--- config.mk ---
export PLATFORM = sky130hd
export DESIGN_NAME = serial_adder
export DESIGN_NICKNAME = d
export VERILOG_FILES = /design/src/rtl/serial_adder.sv
export SDC_FILE = /design/constraint.sdc
export NUM_CORES = 1
export LEC_CHECK = 0
export BUFFER_PORTS_ARGS = -buffer_cell sky130_fd_sc_hd__buf_2
export CORE_MARGIN = 3
export CORE_UTILIZATION = 46
export CTS_CLUSTER_SIZE = 16
export DETAILED_ROUTE_END_ITERATION = 8
export PLACE_DENSITY = 0.73
export SYNTH_ARGS = -nofsm -noshare
export SYNTH_HDL_FRONTEND = slang
export SYNTH_SLANG_ARGS = --single-unit
export TNS_END_PERCENT = 50
--- constraint.sdc ---
create_clock -name clk -period 1.44 [get_ports clk]
set_input_delay 0.144 -clock clk [delete_from_list [all_inputs] [get_ports clk]]
set_output_delay 0.144 -clock clk [all_outputs]
set_load 0.005 [all_outputs]
--- src/rtl/serial_adder.sv ---
// Bit-serial adder: one full-add cell and a carry flop process one operand bit per clock, LSB first.
// Operands are accepted and the result is delivered through valid/ready handshakes.
module serial_adder #(
    parameter int WIDTH = 8
) (
    input  logic             clk,
    input  logic             rst_n,
    input  logic             in_valid,
    output logic             in_ready,
    input  logic [WIDTH-1:0] a,
    input  logic [WIDTH-1:0] b,
    input  logic             ci,
    output logic             out_valid,
    input  logic             out_ready,
    output logic [WIDTH-1:0] sum,
    output logic             co,
    output logic             busy
);

    localparam int CW = (WIDTH > 1) ? $clog2(WIDTH) : 1;
    localparam logic [CW-1:0] LAST = CW'(WIDTH - 1);

    typedef enum logic [1:0] {IDLE, RUN, DONE} state_t;

    state_t           state, state_next;
    logic [WIDTH-1:0] op_a, op_b, res, res_next;
    logic [CW-1:0]    cnt;
    logic             carry, carry_next, s, co_r;

    always_comb begin
        s          = op_a[0] ^ op_b[0] ^ carry;
        carry_next = (op_a[0] & op_b[0]) | (op_a[0] & carry) | (op_b[0] & carry);
        // New sum bit enters at the MSB so that after WIDTH shifts bit 0 sits at res[0].
        res_next            = res >> 1;
        res_next[WIDTH-1]   = s;
    end

    always_comb begin
        state_next = state;
        case (state)
            IDLE:    if (in_valid)     state_next = RUN;
            RUN:     if (cnt == LAST)  state_next = DONE;
            DONE:    if (out_ready)    state_next = IDLE;
            default:                   state_next = IDLE;
        endcase
    end

    always_ff @(posedge clk or negedge rst_n) begin
        if (!rst_n) begin
            state <= IDLE;
        end else begin
            state <= state_next;
        end
    end

    always_ff @(posedge clk or negedge rst_n) begin
        if (!rst_n) begin
            op_a  <= '0;
            op_b  <= '0;
            res   <= '0;
            cnt   <= '0;
            carry <= 1'b0;
            co_r  <= 1'b0;
        end else begin
            case (state)
                IDLE: begin
                    if (in_valid) begin
                        op_a  <= a;
                        op_b  <= b;
                        carry <= ci;
                        cnt   <= '0;
                    end
                end
                RUN: begin
                    op_a  <= op_a >> 1;
                    op_b  <= op_b >> 1;
                    res   <= res_next;
                    carry <= carry_next;
                    cnt   <= cnt + 1'b1;
                    if (cnt == LAST) co_r <= carry_next;
                end
                default: ;
            endcase
        end
    end

    assign in_ready  = (state == IDLE);
    assign out_valid = (state == DONE);
    assign busy      = (state != IDLE);
    assign sum       = res;
    assign co        = co_r;

endmodule

; ---- Yosys cells after proc, flatten, opt, wreduce, memory -nomap -nowiden
; Cells that the tools add are included.
[word_totals]
elab_cells = 39
regBits = 31
out_inout_bits = 12
[classes]
add_sub_neg = 1
n_eq_ne = 6
n_reduce_logical = 6
n_bitwise = 7
muxes = 12
[op_table]
columns = operator, n
row1 = $pmux W8 S2, 2
row2 = $mux W8, 2
row3 = $mux W2, 3
row4 = $pmux W2 S3, 1
row5 = $pmux W3 S2, 1
row6 = $ne A2 B2 Y1 const B, 2
row7 = $reduce_and A2 Y1, 2
row8 = $reduce_bool A2 Y1, 2
row9 = $add A3 B1 Y3 const B, 1
row10 = $and A1 B1 Y1, 3
row11 = $eq A3 B3 Y1 const B, 1
row12 = $mux W3, 1
row13 = $reduce_and A3 Y1, 1
row14 = $eq A2 B1 Y1 const B, 1
row15 = $eq A2 B2 Y1 const B, 1
row16 = $logic_not A2 Y1, 1
row17 = $ne A2 B1 Y1 const B, 1
row18 = $or A1 B1 Y1, 2
row19 = $pmux W1 S2, 1
row20 = $xor A1 B1 Y1, 2
row21 = $mux W1, 1

; ---- Logic depth before layout (Yosys ltp)
[depth]
depth_word = 4
mapped_depth = 4
ltp_nobuf = 4

; ---- Worst setup path after synthesis
; Ideal clock, no wire load.
[synth_path]
path_kind = register -> register
startpoint = reg state[0]
endpoint = reg op_b[0]
stages_incl_launch_ff = 4
synth_period_minus_slack_ns = 1.272
setup_ns = 0.123
arrival_ns = 1.150
t_required_ns = 1.317
setup_slack_ns = 0.168
path_cell_list = dfrtp_1 -> buf_2 -> or4b_1 -> o221a_2
[synth_between]
elab_chain_cells = 3
elab_cells_between_ends = 6
classes_between = 2 x eq/ne / 1 x mux / 3 x reduce/logical
[synth_rtl]
columns = element, line_no
row1 = "start, declared", 25  ; state_t state, state_next;
row2 = "start signal, assigned", 52  ; state <= state_next;
row3 = $eq A2 B1 Y1 or $logic_not A2 Y1 (tied branches), 65  ; case (state)
row4 = $reduce_bool A2 Y1 (no line) or $ne A2 B2 Y1 (tied branches), n/a
row5 = $reduce_and A2 Y1 (no line), n/a
row6 = "end signal, assigned", 76  ; op_b <= op_b >> 1;
row7 = "end, declared", 26  ; logic [WIDTH-1:0] op_a, op_b, res, res_next;
; Parallel ways exist; a longest one is shown, timed or not.
; A chain may end at the register's enable or synchronous reset.

; ---- Worst setup path in the final report
[layout_path]
startpoint = reg state[0]
endpoint = out in_ready
[layout_between]
elab_chain_cells = 1
[layout_rtl]
columns = element, line_no
row1 = $logic_not A2 Y1, 87  ; assign in_ready = (state == IDLE);
row2 = "end, declared", 9  ; output logic in_ready,
; Every way passes these cells.

==> PnR_summary.wiki <==
{| class="wikitable"
! Metric !! Value
|-
| Clk network pwr share || 15.3%
|-
| Cell types occupying the most area after synthesis || sky130_fd_sc_hd__dfrtp_1, sky130_fd_sc_hd__mux2_1, sky130_fd_sc_hd__o221a_2, sky130_fd_sc_hd__or4b_1, sky130_fd_sc_hd__nor4b_1
|-
| Routed wire per std cell || 14.5 um
|-
| P_leak || 0.829 nW
|-
| DIE AREA || 3950 um2
|-
| Largest fanout on the critical path || 6
|-
| Hold Violations, Final || 0
|-
| Via count of the first global-routing pass || 1053
|-
| Count of nets after finishing || 184
|-
| Post-synthesis sequential area ratio || 52.2%
|-
| H-tree level count || 2
|-
| Final worst hold slack || 0.0720 ns
|-
| Pre-CTS setup slack || 0.0292 ns
|-
| Die span in x || 62.8 um
|-
| Final Skew || 0.00687 ns
|-
| CTS max path bufs || 2
|-
| Min Clock Period, post-route || 1.40 ns
|-
| Placement Rows || 20
|-
| Unrepaired setup endpoints after global routing || yes
|-
| Detailed Place HPWL || 2080 um
|-
| Count of max-cap constraint violations || 0
|-
| Global-route usage over all layers || 15.8%
|-
| Pin slew with the least headroom to its limit || 0.682 ns
|-
| Clock latency on the worst-skew pair || 0.32 ns
|-
| Net switching share of the total power || 33.4%
|-
| List of most frequent post-synthesis cells || sky130_fd_sc_hd__dfrtp_1, sky130_fd_sc_hd__buf_2, sky130_fd_sc_hd__mux2_1, sky130_fd_sc_hd__o221a_2, sky130_fd_sc_hd__or4b_1
|-
| Worst-case register-to-register setup slack || 0.05 ns
|-
| Post-synthesis cell count || 119
|-
| WS Path Type || reg2out
|-
| Via density per instance || 5.33
|-
| Required time at the worst-slack endpoint || 1.30 ns
|-
| Total wirelength of the detailed-routed design || 2970 um
|-
| CTS clock-pin slew for the worst setup and hold paths || 0.10 ns
|-
| Number of clock sinks seen by CTS || 31
|-
| Antenna violations before repair || 0
|-
| Power density cells || 2040 nW/um2
|-
| DR vias || 1092
|-
| Most frequently used cell type in the post-synthesis netlist || sky130_fd_sc_hd__dfrtp_1
|-
| Least setup slack across all paths after layout || 0.0417 ns
|-
| Fin cells || 205
|-
| Total instance count after detailed placement || 190
|-
| Number of warnings issued by yosys || 0
|-
| Avg Synthesized Cell Area || 12.5 um2
|-
| Drt first pass iters || 4
|-
| Syn-to-layout area delta || 23.9%
|-
| Total nets after synthesis || 143
|-
| Worst Setup End Kind || output pin
|-
| Number of antenna diodes || 0
|-
| Die Ht || 62.8 um
|-
| First-iteration detailed-routing DRC count || 31
|-
| Placer's final routability congestion estimate || 0.738
|-
| Synth top area share || 52.2%
|-
| Effective utilization at floorplan || 48.3%
|-
| Headroom to the max-slew limit || 54.5%
|-
| Final setup violation count || 0
|-
| Number of distinct library cell variants in the gate-level netlist after synthesis || 26
|-
| # DRC || 0
|-
| Worst vdd ir || 0.883 mV
|-
| Class of the tightest hold or removal check || in2reg
|-
| Outcome || finished clean
|-
| Prevailing post-synth register cell || sky130_fd_sc_hd__dfrtp_1
|-
| Quantity of I/O buffers inserted on ports || 32
|-
| Net load switching power || 0.00125 W
|-
| CP startpoint kind || register
|-
| Async set-or-reset flop fraction in the synthesized netlist || 100%
|-
| TritonCTS buffer count || 5
|-
| Flop pwr share || 41.7%
|-
| Cell type contributing the most total cell area after synthesis || sky130_fd_sc_hd__dfrtp_1
|-
| Arrival time of data at the critical path endpoint || 1.25 ns
|-
| Clk root buf || sky130_fd_sc_hd__clkbuf_4
|-
| Ratio of cells with drive above 1 in the final layout || 40.4%
|-
| Comb pwr share || 43.0%
|-
| First-pass GRT wire length || 4850 um
|-
| Top-Level Pins || 33
|-
| Period utilization || 97.1%
|-
| Number of flops mapped to enable cells by yosys || 0
|-
| Pin count of the biggest net entering global routing || 32
|-
| Internal portion of total power || 0.00250 W
|-
| TritonCTS clock tree || done
|-
| Count of state elements after synthesis || 31
|-
| Combined area of all synthesized cells || 1490 um2
|-
| Remaining global-route overflow || 0
|-
| Fin Setup TNS || 0 ns
|-
| Antenna Violating Nets Remaining || 0
|-
| Max frequency || 0.715 GHz
|-
| Fillers || 269
|-
| Number of pins exceeding their max-slew limit in the final report || 0
|-
| Power, Total || 0.00375 W
|-
| Core outline area || 3080 um2
|}
[routing by layer]
metal | part of all wire, % | vias up | GRT usage, %
met5 | 0 | - | 0
met4 | 0.44 | 0 | 6.61
met3 | 5.1 | 2 | 4.32
met2 | 49 | 26 | 25.3
met1 | 45 | 538 | 20.0
li1 | - | 526 | -
[what timing repair did]
item	CTS	global route
hold endpoints to repair	32	0
gates cloned	0	0
gates resized for setup	4	1
buffers inserted	2	3
hold buffers	2	0
setup endpoints to repair	3	3
pin swaps	0	0
[power groups by stage]
stage	combinational [W]	clock, W	sequential [W]
2_1_floorplan	0.00107	0	0.00152
4_1_cts	0.00158	0.000588	0.00157
3_5_place_dp	0.00145	0	0.00163
3_3_place_gp	0.00138	0	0.00159
5_1_grt	0.00179	0.000626	0.00162
6_report	0.00162	0.000573	0.00156
[final timing paths]
| path | depth (start not counted) | endpoint | from |
|---|---|---|---|
| setup / recovery | 4 | in_ready | state[0] |
| hold / removal | 2 | op_a[7] | a[7] |
| setup reg to reg | 3 | op_b[6] | state[1] |
| hold reg to reg | 1 | sum[0] | sum[0] |
| max in group asynchronous | 2 | state[0] | rst_n |
| min in group asynchronous | 2 | op_b[3] | rst_n |
[kinds of logic after synthesis]
kind of cell,share of synthesized area (%)
mux,7.49
buf+inv,5.98
compound gates,14.1
fa+ha+maj,3.03
flops,52.2
simple gates,17.3
[stage by stage]
stage / utilization, % / instance area (um2)
3_5_place_dp: 55.0 / 1690
6_report: 59.8 / 1840
3_3_place_gp: 55.0 / 1690
4_1_cts: 59.0 / 1820
5_1_grt: 59.8 / 1840
2_1_floorplan: - / 1490
[registers in the layout, indices dropped and copies added, names as in the netlist]
signal / count
op_a: 8
op_b: 8
sum: 8
cnt: 3
state: 2
carry: 1
co: 1
[layout make-up]
cell class | instances | area (um2) | area share, %
Sequential cell | 31 | 778 | 42.3
Multi-Input combinational cell | 68 | 627 | 34.0
Timing Repair Buffer | 45 | 279 | 15.1
Clock buffer | 8 | 68.8 | 3.74
Tap cell | 44 | 55.1 | 2.99
Inverter | 9 | 33.8 | 1.83
[critical path, stage by stage (launching register included)]
cell and delay, ns:
sky130_fd_sc_hd__dfrtp_2 0.43, sky130_fd_sc_hd__buf_6 0.13, sky130_fd_sc_hd__or2_4 0.23, sky130_fd_sc_hd__inv_2 0.05, sky130_fd_sc_hd__buf_2 0.10
[layout by cell type, fill, tap and decap left out, types with 2 or more instances in the layout]
cell type,n
sky130_fd_sc_hd__dfrtp_2,2
sky130_fd_sc_hd__clkbuf_4,5
sky130_fd_sc_hd__nand2b_1,4
sky130_fd_sc_hd__or4b_1,8
sky130_fd_sc_hd__nand2_1,2
sky130_fd_sc_hd__nor4b_1,7
sky130_fd_sc_hd__buf_4,9
sky130_fd_sc_hd__dlygate4sd3_1,2
sky130_fd_sc_hd__a211oi_1,7
sky130_fd_sc_hd__inv_1,7
sky130_fd_sc_hd__clkbuf_8,2
sky130_fd_sc_hd__inv_2,2
sky130_fd_sc_hd__a22o_1,2
sky130_fd_sc_hd__dfrtp_1,29
sky130_fd_sc_hd__nor3b_1,7
sky130_fd_sc_hd__mux2_1,9
sky130_fd_sc_hd__buf_2,32
sky130_fd_sc_hd__o221a_2,8
No activity file was read; power rests on OpenSTA's default activity.
